**config.mk**
```make
export PLATFORM = sky130hd
export DESIGN_NAME = cpu_exec_controller
export DESIGN_NICKNAME = d
export VERILOG_FILES = /design/src/rtl/cpu_exec_controller.sv
export SDC_FILE = /design/constraint.sdc
export NUM_CORES = 1
export LEC_CHECK = 0
export ABC_AREA = 1
export ABC_CLOCK_PERIOD_IN_PS = 1900
export CAP_MARGIN = 20
export CORE_UTILIZATION = 30
export CTS_CLUSTER_DIAMETER = 100
export DETAILED_ROUTE_END_ITERATION = 6
export DONT_BUFFER_PORTS = 1
export GPL_ROUTABILITY_DRIVEN = 0
export PLACE_DENSITY = 0.42
export SETUP_SLACK_MARGIN = 0.4
export SLEW_MARGIN = 20
export SYNTH_ARGS = -nofsm -noshare
export SYNTH_HDL_FRONTEND = slang
export SYNTH_SLANG_ARGS = --single-unit
export TNS_END_PERCENT = 10
```
**constraint.sdc**
```tcl
create_clock -name clk -period 1.9 [get_ports clk]
set_input_delay 0.38 -clock clk [delete_from_list [all_inputs] [get_ports clk]]
set_output_delay 0.38 -clock clk [all_outputs]
set_load 0.02 [all_outputs]
```
**src/rtl/cpu_exec_controller.sv**
```systemverilog
// Execution sequencer for the monocycle CPU: issues single-cycle clock enables
// for single-step, divided free-run, and stops on a PC breakpoint.
module cpu_exec_controller #(
   parameter int unsigned CLK_FREQ_HZ = 50000000,
   parameter int unsigned RUN_RATE_HZ = 10
) (
   input  logic        clk,
   input  logic        reset_n,
   input  logic        step_pulse,
   input  logic        run_pulse,
   input  logic        halt_pulse,
   input  logic        bp_enable,
   input  logic [31:0] bp_addr,
   input  logic [31:0] debug_pc,
   output logic        cpu_step_en,
   output logic [1:0]  exec_state,
   output logic [31:0] step_count,
   output logic        bp_hit
);

   localparam int unsigned DIV = CLK_FREQ_HZ / RUN_RATE_HZ;
   localparam int unsigned DW  = (DIV > 2) ? $clog2(DIV) : 1;
   localparam logic [DW-1:0] DIV_LAST = DW'(DIV - 1);

   if (DIV < 2) begin : g_div_check
      $error("cpu_exec_controller: CLK_FREQ_HZ/RUN_RATE_HZ must be at least 2");
   end

   typedef enum logic [1:0] {
      ST_HALTED = 2'b00,
      ST_RUN    = 2'b01,
      ST_BREAK  = 2'b10
   } state_e;

   state_e         state_q, state_d;
   logic [DW-1:0]  div_q, div_d;
   logic           step_en_q, step_en_d;
   logic [31:0]    count_q, count_d;
   logic           bp_hit_q, bp_hit_d;
   logic           pending_q, pending_d;
   logic           bp_match;

   assign bp_match = bp_enable && (debug_pc == bp_addr);

   always_comb begin
      state_d   = state_q;
      div_d     = div_q;
      step_en_d = 1'b0;
      count_d   = count_q;
      bp_hit_d  = bp_hit_q;
      // The PC settles one cycle after an enable; that is the only cycle it is compared.
      pending_d = step_en_q;

      case (state_q)
         ST_HALTED: begin
            if (halt_pulse) begin
               state_d = ST_HALTED;
            end else if (run_pulse) begin
               state_d   = ST_RUN;
               div_d     = '0;
               pending_d = 1'b0;
            end else if (step_pulse && !step_en_q) begin
               step_en_d = 1'b1;
            end
         end
         ST_RUN: begin
            if (halt_pulse || run_pulse) begin
               state_d = ST_HALTED;
               div_d   = '0;
            end else if (pending_q && bp_match) begin
               state_d  = ST_BREAK;
               bp_hit_d = 1'b1;
            end else if (div_q == DIV_LAST) begin
               div_d     = '0;
               step_en_d = 1'b1;
            end else begin
               div_d = div_q + DW'(1);
            end
         end
         ST_BREAK: begin
            if (halt_pulse) begin
               state_d  = ST_HALTED;
               bp_hit_d = 1'b0;
            end else if (run_pulse) begin
               state_d   = ST_RUN;
               div_d     = '0;
               bp_hit_d  = 1'b0;
               pending_d = 1'b0;
            end else if (step_pulse && !step_en_q) begin
               step_en_d = 1'b1;
            end
         end
         default: begin
            state_d  = ST_HALTED;
            div_d    = '0;
            bp_hit_d = 1'b0;
         end
      endcase

      if (step_en_d) begin
         count_d = count_q + 32'd1;
      end
   end

   always_ff @(posedge clk or negedge reset_n) begin
      if (!reset_n) begin
         state_q   <= ST_HALTED;
         div_q     <= '0;
         step_en_q <= 1'b0;
         count_q   <= '0;
         bp_hit_q  <= 1'b0;
         pending_q <= 1'b0;
      end else begin
         state_q   <= state_d;
         div_q     <= div_d;
         step_en_q <= step_en_d;
         count_q   <= count_d;
         bp_hit_q  <= bp_hit_d;
         pending_q <= pending_d;
      end
   end

   assign cpu_step_en = step_en_q;
   assign exec_state  = state_q;
   assign step_count  = count_q;
   assign bp_hit      = bp_hit_q;

endmodule

```
# After elaboration in Yosys (flattened, before gate mapping)
# Index checks and enable logic that the tools add are counted.
# Widths: inputs -> output; s select.
[classes]
n_addsub = 2
n_eq_ne = 12
muxes = 26
bitwise = 1
n_reduce_logical = 10
[op_table]
columns = ["cell", "n"]
rows = [
  ["$mux 23", 5],
  ["$pmux 23 s2", 1],
  ["$add 32x1->32 const B", 1],
  ["$eq 32x32->1", 1],
  ["$add 23x1->23 const B", 1],
  ["$eq 23x23->1 const B", 1],
  ["$mux 1", 13],
  ["$ne 3x3->1 const B", 3],
  ["$mux 2", 4],
  ["$ne 2x2->1 const B", 3],
  ["$pmux 2 s2", 1],
  ["$reduce_and 4->1", 1],
  ["$logic_and 1x1->1", 3],
  ["$ne 3x1->1 const B", 1],
  ["$pmux 1 s3", 1],
  ["$reduce_and 3->1", 1],
  ["$eq 2x1->1 const B", 1],
  ["$eq 2x2->1 const B", 1],
  ["$logic_not 2->1", 1],
  ["$ne 2x1->1 const B", 1],
  ["$pmux 1 s2", 1],
  ["$reduce_and 2->1", 1],
  ["$reduce_or 2->1", 1],
  ["$logic_not 1->1", 1],
  ["2 further kinds", 2],
]
[totals]
reg_bits = 60
inputBits = 70
output_inout_bits = 36
elab_cells = 57

# Longest topological paths before layout
[logic_depth]
word_depth = 6
mapped_depth = 14
mapped_depth_nobuf = 13

# Worst setup path after synthesis
# Ideal clock, no wire load.
[synth_timing]
path_type = "reg2reg"
startpoint = "reg div_q[0]"
endpoint = "reg div_q[18]"
setup_time_ps = 121
arrival_ps = 1603
required_time_ps = 1779
slack_ps = 176
path_stages_with_launch = 12
n_path_buf = 1
synth_period_minus_slack_ps = 1724
cell_sequence = "dfrtp_1 ha_1 nand2_1 nor2_2 inv_1 nor2_1 nand3_1 buf_2 nand3_1 nor2_1 nand2_1 o21ai_1"
[synth_via]
elab_chain_cells = 5
elab_cells_between_ends = 6
classes_between = "1 x add/sub; 1 x eq/ne; 4 x mux"
[synth_rtl]
columns = ["item", "line_no", "text"]
rows = [
  ["start: declaration", "36", "logic [DW-1:0] div_q, div_d;"],
  ["start signal: assignment", "115", "div_q <= div_d;"],
  ["$add 23x1->23 or $eq 23x23->1 (tied branches)", "77, 73", ""],
  ["$mux 23 *", "73", "end else if (div_q == DIV_LAST) begin"],
  ["$mux 23 *", "70", "end else if (pending_q && bp_match) begin"],
  ["$mux 23 *", "67", "if (halt_pulse || run_pulse) begin"],
  ["$pmux 23 s2 *", "54", "case (state_q)"],
]
# Every way passes the cells marked *; elsewhere a longest branch is shown, timed or not. The select of a mux whose other input is x is not followed.
# A chain may end at the register's enable or synchronous reset.

# Worst setup path in the final report
[layout_timing]
startpoint = "reg count_q[11], in the netlist step_count[11]"
endpoint = "reg count_q[28], in the netlist step_count[28]"
[layout_via]
elab_chain_cells = 1
[layout_rtl]
columns = ["item", "line_no", "text"]
rows = [
  ["start: declaration", "38", "logic [31:0] count_q, count_d;"],
  ["start signal: assignment", "117", "count_q <= count_d;"],
  ["$add 32x1->32", "101", "count_d = count_q + 32'd1;"],
]
# Every way passes these cells.

==> summary.md <==
| Metric | Value |
|---|---|
| Final hold slack | -0.266 ns |
| Pre-Repair DR Iteration Count | 4 |
| CP dominant cell by count | nand2_1 |
| Synth Area in Compound Gates | under 10% |
| Dpl hpwl | 10600 um |
| Worst Path Max Fanout | 5 |
| Most numerous cell in the Yosys netlist | nand2_1 |
| Max Slew Vio Count | 0 |
| # setup viols final | 0 |
| Part of the cycle the worst path needs | 87.8% |
| Num CTS Buffers | 9 |
| Netlist Area Pre-Place | 4640 um2 |
| Share of the synthesized area in the top cell type | between 30% and 40% |
| Core ar. | 15100 um2 |
| Setup_tns | 0 ns |
| Gr ovfl total | 0 |
| Largest family of logic cells by synthesized area | simple AND/OR/NAND/NOR gates |
| TritonCTS clock tree | built |
| DRT iter0 DRCs | 290 |
| Cells after Synth | 714 |
| Clock Sinks | 60 |
| Worst-Margin Slew | between 0.5 and 0.6 ns |
| Fin crit period | around 1.7 ns |
| Fin area | 6280 um2 |
| Yosys reg bits | 60 |
| Largest net degree at the start of global routing | about 60 |
| Max stage delay on crit path | ~0.48 ns |
| Final Hold Viols | 60 |
| Die extent in x | around 130 um |
| Setup CP Type | reg2reg |
| Clk buf depth | 2 |
| Number of synthesized flops with an enable pin | 0 |
| Cell family with most CP delay | simple AND/OR/NAND/NOR gates |
| PD cells | 623 nW/um2 |
| Die Footprint | between 15000 and 20000 um2 |
| Startpoint Class | flop |
| Placed Area | about 5300 um2 |
| Mux cell area share after synthesis | 0% |
| Run status | complete, but fails checks |
| Final WL | 15400 um |
| Top_reg_cell synth | dfrtp_1 |
| Initial antenna violation count | 0 |
| Vias per cell | around 5 |
| Antenna Diode Count | 0 |
| Io pins | 106 |
| Std cell rows | 45 |
| Layout cells sized above 1 | 29.4% |
| Library cells used by synthesis | 33 |
| XOR/XNOR share of the synthesized area | 7.92% |
| Area delta synth->final | 35.2% |
| Synth area leader | dfrtp_1 |
| Number of nets in the layout | 863 |
| Vias in the first global route | 4885 |
| Async set or reset register ratio after synthesis | 100% |
| Post-synthesis sequential area ratio | 32.3% |
| Overall Global Routing Usage | 19.6% |
| DRT antenna net count | 0 |
| Commonest cells in the netlist | nand2_1 (228), nor2_1 (84), inv_1 (81) |
| Synth Net Count | 786 |
| Max Cap Viol | 0 |
| Port Buffer Count | 0 |
| Die H | 126 um |
| HP Class | in2async |
| Violated checks | negative hold slack |
| Adder-Cell Fraction of Synth Area | 0.539% |
| VDD IR max | 0.422 mV |
| Leakage | 2.98 nW |
| Simple logic cell fraction of the synthesized area | 45.9% |
| Skew final | between 0.007 and 0.008 ns |
| Worst path cell trace | nand2_1 -> nor2_2 -> nand2_1 -> or2_4 -> nor3_4 -> xor2_1 -> nand2_2 -> nand2_1 |
| Synth area leaders | dfrtp_1 (32%), nand2_1 (18%), nand3_1 (7.5%), nor2_1 (6.8%), inv_1 (6.5%) |
| RSZ-0062 raised after global routing | yes |
| Skew-Pair Late Insertion Delay | between 0.3 and 0.4 ns |
| Worst relative slew slack | 64.3% |
| Starting Density | 30.7% |
| Syn_area_per_cell | 6.50 um2 |
| Setup crit end kind | flop |
| Critical path data required time | 2.18 ns |
| Drt drc | 0 |
| DR vias | 4857 |
| CP bufs+invs | 0 |
| CTS root buf | clkbuf_16 |
| Drt wl/cell | 15.7 um |
| Clock H-tree levels | 3 |
| First-pass GRT wire length | 24400 um |
| Worst path slowest cell | dfrtp_2 |
| Max frequency | between 0.5 and 0.6 GHz |
| CTS clk-pin slew, worst paths | about 0.060 ns |
| Ys Warns | 0 |
| Worst EP arrival | around 2.0 ns |
==> cell type report <==
| class | count | area [um2] |
|---|---|---|
| clock buffer | 11 | 233 |
| timing repair buffer | 84 | 827 |
| inverter | 81 | 304 |
| fill | 1583 | 8870 |
| tap | 188 | 235 |
| clock inverter | 5 | 100 |
| sequential | 60 | 1530 |
| multi-input combinational | 555 | 3050 |
==> path summary, 6_finish.rpt <==
kind,start,endpoint,slack (ns),cells past startpoint
setup / recovery,step_count[11],step_count[28],0.23,8
hold / removal,reset_n,div_q[17],-0.27,0
setup reg to reg,step_count[11],step_count[28],0.23,8
hold reg to reg,step_count[24],step_count[24],0.54,2
max in group asynchronous,reset_n,step_count[23],2.05,0
min in group clk,run_pulse,pending_q,0.13,1
==> per-layer routing <==
metal / track usage (%) / wire length, um / vias to the layer above
met4: 7.37 / 412 / 0
met2: 35.5 / 7820 / 129
met5: 0 / 0 / -
met1: 22.0 / 6280 / 2274
met3: 4.89 / 928 / 31
li1: - / - / 2423
==> worst reg2reg max path, cell delays in order, from the launching register on <==
cell and delay [ns]:
dfrtp_2 0.48, nand2_1 0.13, nor2_2 0.15, nand2_1 0.08
or2_4 0.28, nor3_4 0.14, xor2_1 0.23, nand2_2 0.07
nand2_1 0.05
==> per-stage QoR <==
stage,util (%),power [mW],hold WS (ns),std cells,setup slack (ns)
6_report,41.5,3.92,-0.266,984,0.232
5_1_grt,41.5,4.07,-0.288,984,0.0962
4_1_cts,39.1,3.87,-0.284,969,0.197
3_5_place_dp,34.8,1.87,0.0860,936,0.0587
3_3_place_gp,34.8,1.86,0.0860,936,0.0664
2_1_floorplan,-,1.72,0.0844,714,0.383
==> report_power, final <==
part	total (mW)	internal, mW	switching (mW)
sequential	1.40	1.32	0.0805
clock	1.92	1.28	0.639
combinational	0.596	0.262	0.334
total	3.92	2.86	1.05
==> state kept, by name (all words and copies together), names as in the netlist <==
name,cells
bp_hit,1
cpu_step_en,1
div_q,23
exec_state,2
pending_q,1
step_count,32
==> placed cells by master, fill, tap and decap left out, drive strengths merged, types with 4 or more instances in the layout <==
| cell type | count |
|---|---|
| o21ai | 30 |
| nand4 | 25 |
| clkbuf | 14 |
| nor4 | 4 |
| inv | 81 |
| nor2 | 87 |
| nand3 | 72 |
| nand2 | 262 |
| dfrtp | 60 |
| xnor2 | 17 |
| nor3 | 19 |
| buf | 81 |
| xor2 | 25 |
==> cells by family (layout without fill, tap and decap cells) <==
logic type | Yosys count | after routing
AOI/OAI and AO/OA | 36 | 36
xor gates and xnor gates | 42 | 42
DFF | 60 | 60
buffers and inverters | 99 | 181
adders and majority gates | 2 | 2
and+or+nand+nor | 475 | 475
==> repair_timing <==
item	4_1_cts	5_1_grt
buffers inserted	14	11
cloned	3	4
setup endpoints to repair	56	56
pin swaps	9	6
endpoints found under the hold margin	60	60
gates resized for setup	38	56
Power figures use the tool's default switching activity.
